--- src/rtl/jtcps1_obj_draw.sv ---
// rtl/jtcps1_obj_draw.sv - object line renderer: walks the line table, fetches tile rows, writes the line buffer
//
// Purpose:
//   Once per scan line, walks up to MAXENTRY four-word entries of the object line table.
//   For each entry it fetches two 8-pixel halves of a 4bpp planar tile row from graphics ROM.
//   Every non-transparent pixel is written into the object line buffer.
//   The scan ends at the first 0xFFFF entry or after MAXENTRY entries.
//
// Ports:
//   clk, rst       clock and asynchronous active-high reset
//   start          one-cycle pulse at line start; restarts the scan even while busy
//   busy           scan in progress
//   line_addr      line table address {entry, word}
//   line_data      line table word for the current line_addr, sampled one clk later
//   rom_addr       ROM word address {code, vsub, half}
//   rom_cs         ROM request, held until rom_ok
//   rom_ok         rom_data valid
//   rom_data       four bitplanes, plane0 in [7:0] through plane3 in [31:24]
//   buf_addr       line buffer pixel x
//   buf_data       {pal, colour}
//   buf_wr         line buffer write strobe
module jtcps1_obj_draw #(
  parameter int         MAXENTRY = 128,
  parameter logic [3:0] TRANSP   = 4'hF
) (
  input  logic        clk,
  input  logic        rst,
  input  logic        start,
  output logic        busy,
  output logic [8:0]  line_addr,
  input  logic [15:0] line_data,
  output logic [20:0] rom_addr,
  output logic        rom_cs,
  input  logic        rom_ok,
  input  logic [31:0] rom_data,
  output logic [8:0]  buf_addr,
  output logic [8:0]  buf_data,
  output logic        buf_wr
);

  typedef enum logic [3:0] {
    IDLE, RDW0, RDW1, RDW2, REQ, WAIT, DRAW, NEXT, DONE
  } state_t;

  state_t      state, state_nx;

  logic [6:0]  entry;
  logic [3:0]  vsub;
  logic        hflip;
  logic [4:0]  pal;
  logic [15:0] code;
  logic [8:0]  xpos;
  logic        half;     // ROM half currently requested/drawn
  logic        second;   // 0 while drawing the first half of the entry, 1 for the second
  logic [2:0]  pix;
  logic [31:0] pixels;   // latched tile row half
  logic        last_entry;
  logic [2:0]  bsel;
  logic [3:0]  colour;

  assign last_entry = (entry == 7'(MAXENTRY - 1));

  always_ff @(posedge clk or posedge rst) begin
    if (rst) state <= IDLE;
    else     state <= state_nx;
  end

  always_comb begin
    state_nx = state;
    busy     = (state != IDLE) && (state != DONE);
    rom_cs   = 1'b0;
    buf_wr   = 1'b0;
    buf_addr = 9'd0;
    buf_data = 9'd0;
    // Without hflip the leftmost pixel comes from bit 7 of each plane byte.
    bsel     = hflip ? pix : 3'd7 - pix;
    colour   = {pixels[{2'b11, bsel}], pixels[{2'b10, bsel}],
                pixels[{2'b01, bsel}], pixels[{2'b00, bsel}]};

    case (state)
      IDLE: ;
      RDW0: state_nx = (line_data == 16'hFFFF) ? DONE : RDW1;
      RDW1: state_nx = RDW2;
      RDW2: state_nx = REQ;
      REQ:  state_nx = WAIT;
      WAIT: begin
        rom_cs = 1'b1;
        if (rom_ok) state_nx = DRAW;
      end
      DRAW: begin
        buf_addr = xpos + {5'd0, second, pix};  // wraps at 9 bits by design
        buf_data = {pal, colour};
        buf_wr   = (colour != TRANSP);
        if (pix == 3'd7) state_nx = second ? NEXT : REQ;
      end
      NEXT: state_nx = last_entry ? DONE : RDW0;
      DONE: state_nx = IDLE;
      default: state_nx = IDLE;
    endcase

    // A start pulse aborts whatever is in flight, including a pending ROM request.
    if (start) begin
      state_nx = RDW0;
      rom_cs   = 1'b0;
      buf_wr   = 1'b0;
    end
  end

  always_ff @(posedge clk or posedge rst) begin
    if (rst) begin
      entry     <= 7'd0;
      line_addr <= 9'd0;
      rom_addr  <= 21'd0;
      vsub      <= 4'd0;
      hflip     <= 1'b0;
      pal       <= 5'd0;
      code      <= 16'd0;
      xpos      <= 9'd0;
      half      <= 1'b0;
      second    <= 1'b0;
      pix       <= 3'd0;
      pixels    <= 32'd0;
    end else if (start) begin
      entry     <= 7'd0;
      line_addr <= 9'd0;
    end else begin
      case (state)
        RDW0: if (line_data != 16'hFFFF) begin
          vsub      <= line_data[11:8];
          hflip     <= line_data[5];
          pal       <= line_data[4:0];
          line_addr <= {entry, 2'd1};
        end
        RDW1: begin
          code      <= line_data;
          line_addr <= {entry, 2'd2};
        end
        RDW2: begin
          xpos   <= line_data[8:0];
          half   <= hflip;         // mirrored tiles start with the right-hand half
          second <= 1'b0;
        end
        REQ:  rom_addr <= {code, vsub, half};
        WAIT: if (rom_ok) begin
          pixels <= rom_data;
          pix    <= 3'd0;
        end
        DRAW: begin
          pix <= pix + 3'd1;
          if (pix == 3'd7 && !second) begin
            half   <= ~half;
            second <= 1'b1;
          end
        end
        NEXT: if (!last_entry) begin
          entry     <= entry + 7'd1;
          line_addr <= {entry + 7'd1, 2'd0};
        end
        default: ;
      endcase
    end
  end

endmodule
--- config.mk ---
export PLATFORM = sky130hd
export DESIGN_NAME = jtcps1_obj_draw
export DESIGN_NICKNAME = d
export VERILOG_FILES = /design/src/rtl/jtcps1_obj_draw.sv
export SDC_FILE = /design/constraint.sdc
export NUM_CORES = 1
export LEC_CHECK = 0
export CORE_MARGIN = 2
export CORE_UTILIZATION = 55
export CTS_BUF_LIST = sky130_fd_sc_hd__clkbuf_4
export DETAILED_ROUTE_END_ITERATION = 16
export GPL_ROUTABILITY_DRIVEN = 0
export PLACE_DENSITY_LB_ADDON = 0.15
export SLEW_MARGIN = 20
export SYNTH_ARGS = -nofsm -noshare
export SYNTH_HDL_FRONTEND = slang
export SYNTH_SLANG_ARGS = --single-unit
--- constraint.sdc ---
create_clock -name clk -period 4.5 [get_ports clk]
set_input_delay 0.675 -clock clk [delete_from_list [all_inputs] [get_ports clk]]
set_output_delay 0.675 -clock clk [all_outputs]
set_load 0.01 [all_outputs]
==> impl_metrics.yaml, run 1 <==
status:
  outcome: "complete, no violations"
layout:
  areaGrowthSynthToFinish_pct: 23.1
  fillers: 757
  final_area_um2: 7060
  drive_gt1_share_pct: 23.1
  fin_cells: 728
  num-nets-final: 641
  num_antenna_cells: 0
  fin_util_pct: 69.0
timing:
  whs_ns: 0.496
  tns_ns: 0
  tightestPinTransition_ns: 1.05
  slew_violations: 0
  final-setup-viol-count: 0
  fin_crit_sh_pct: 93.9
  fin_skew_ns: 0.0163
  rsz0062_at_grt: "false"
  slew_headroom_pct: 29.8
  min_period_ns: 4.22
  hold_viol: 0
  max_clock_freq_mhz: 237
synthesis:
  ys_types: 53
  synthCells: 483
  netlist_area_um2: 5740
  netlist_top_cells_area: "dfrtp_1 49%, mux2_2 14%, mux2_4 5.2%"
  synth-seq-cells: 113
  yosysSeqAreaShare_pct: 49.3
  synth-edff-count: 0
  avgSynthCellArea_um2: 11.9
  synthTopCellsByCount: "113 x dfrtp_1, 69 x mux2_2, 26 x nor2_1"
  synth_top_cell_by_area: "dfrtp_1"
  yosysMostFrequentCell: "dfrtp_1"
  synth_fp_nets: 543
  synth-async-reset-ratio_pct: 100
  synth_top_area_share_pct: 49.3
  synth_warnings: 0
  synth_ff_type: "dfrtp_1"
power_and_ir_drop:
  switching_power_mw: 1.06
  power_per_cell_area_nw_per_um2: 487
  intPower_mw: 2.38
  p_leak_nw: 3.08
  sequentialPowerShare_pct: 47.6
  peakVddDrop_mv: 0.310
  p_sw_share_pct: 30.7
  power_frac_clock_pct: 21.8
  power_frac_comb_pct: 30.6
worst_setup_path:
  worstPathArrival_ns: 3.55
  criticalPathCategory: "flip-flop to output port"
  critPathMaxFanout: 17
  endpoint_kind: "output port"
  startpoint_type: "flip-flop"
  path_buf_inv: 2
  crit_path_cell_trace: "ha_1, inv_1, fa_1, nor2b_1, o21ai_0, and3_1, nor3_1, clkdlybuf4s50_1"
  cp_top_family: "flip-flops"
  critPathRequiredTime_ns: 3.83
  max_stage_delay_ns: 0.83
  slowest_stage: "dfrtp_1"
route:
  route.detailed.drc: 0
  vias: 4205
  routedWlPerCell_um: 17.4
  drt-total-wl_mm: 12.6
  drt_iter0_drc: 228
  drtPass1Iterations: 6
  ant_nets: 0
  vias_per_cell: 5.78
die:
  fp.dieH_um: 106
  die_area_um2: 11300
  fp.dieW_um: 106
  rows: 37
  start_util_pct: 56.1
  io-pin-count: 103
  core_area_um2: 10200
placed_design:
  placed_cell_area_um2: 6790
  place_inst: 698
  port_buffers: 102
  detailed_place_hpwl_mm: 8.95
clock_network:
  htree_levels: 4
  hold_buffers: 0
  cts_buffers: 17
  clk_latency_ns: 0.53
  cts_resized: 0
  cts_tree: "done"
  cts_sinks: 113
  cts_root_buf: "clkbuf_4"
  post_cts_buffers: 0
  clkTransAtPathRegs_ns: 0.10
  cts_buffer_depth: 2
grt:
  grt_max_degree: 55
  grt_pass1_wl_mm: 20.7
  grt_antenna_before_repair: 0
  first_global_vias: 4252
  grt.overflow.total: 0
  track_usage_pct: 23.7
hold_path:
  min_path_type: "flip-flop to flip-flop"
job:
  maxCapViolCount: 0
worst register-to-register path: stages, from the launching register on:
cell	delay, ns
dfrtp_1	0.52
nand2b_4	0.23
nor3_1	0.31
nor3b_2	0.91
mux2_2	0.43
registers in the layout, summed over array words and instances, names as in the netlist:
register   flops
state          4
entry          7
rom_addr      21
pal            5
pix            3
code          16
line_addr      9
second         1
pixels        32
vsub           4
xpos           9
half           1
hflip          1
cell usage in the layout, fill, tap and decap left out, types with 12 or more instances in the layout:
master           instances
dfrtp_1                113
clkdlybuf4s50_1        102
mux2_2                  69
nor2_1                  26
a21oi_1                 21
clkbuf_4                21
nand2_1                 20
mux2_4                  20
mux2i_1                 15
inv_1                   14
o21ai_0                 13
nor3b_1                 13
xnor2_1                 12
cells by family (layout without fill, tap and decap cells):
logic type,after synthesis,in the layout,synth area share [%]
and+or+nand+nor,123,123,12.1
xor gates and xnor gates,14,14,2.14
muxes,104,104,21.4
AOI/OAI and AO/OA,78,78,9.03
buffers and inverters,43,152,4.17
adders and majority gates,8,8,1.88
DFF,113,113,49.3
final cells by class:
type | count | area, µm² | area share, %
Tap cell | 136 | 170 | 2.41
Clock inverter | 9 | 116 | 1.65
Clock buffer | 21 | 158 | 2.23
Sequential cell | 113 | 2830 | 40.1
Timing Repair Buffer | 107 | 1060 | 15.0
Inverter | 15 | 58.8 | 0.833
Multi-Input combinational cell | 327 | 2670 | 37.8
per-layer routing:
metal,part of all wire (%),vias to the layer above,wire length (µm),GRT usage [%]
li1,-,1937,-,-
met1,43,2106,5420,30.1
met2,50,138,6360,38.7
met3,4.9,24,625,5.70
met4,1.8,0,229,10.2
met5,0,-,0,0
path summary, 6_finish.rpt:
check / start / to / slack [ns] / depth (start not counted)
max in group asynchronous: rst / vsub[2] / 3.03 / 3
worst max-delay path: pix[0] / buf_addr[4] / 0.28 / 8
worst min-delay path: code[2] / rom_addr[7] / 0.50 / 1
min in group asynchronous: rst / xpos[3] / 0.60 / 2
worst min register to register: code[2] / rom_addr[7] / 0.50 / 1
worst max register to register: state[1] / vsub[2] / 1.97 / 4
per-stage QoR:
stage	worst slack (ns)	power, mW
5_1_grt	0.133	3.65
2_1_floorplan	0.838	2.32
4_1_cts	0.326	3.45
6_report	0.276	3.44
3_5_place_dp	0.901	2.70
3_3_place_gp	1.02	2.64
power by group through the flow:
| stage | sequential [mW] | combinational, mW | clock, mW |
|---|---|---|---|
| 2_1_floorplan | 1.57 | 0.752 | 0 |
| 6_report | 1.64 | 1.05 | 0.752 |
| 3_3_place_gp | 1.63 | 1.01 | 0 |
| 5_1_grt | 1.68 | 1.15 | 0.818 |
| 4_1_cts | 1.63 | 1.06 | 0.766 |
| 3_5_place_dp | 1.65 | 1.05 | 0 |
Note: power is estimated with default switching activity, not from simulation.
==> inputs of run 2 (changes only) <==
SLEW_MARGIN = default   (was 20)
==> results of run 2 <==
Same layout as run 1: the final DEF is identical, and so are final timing and power.
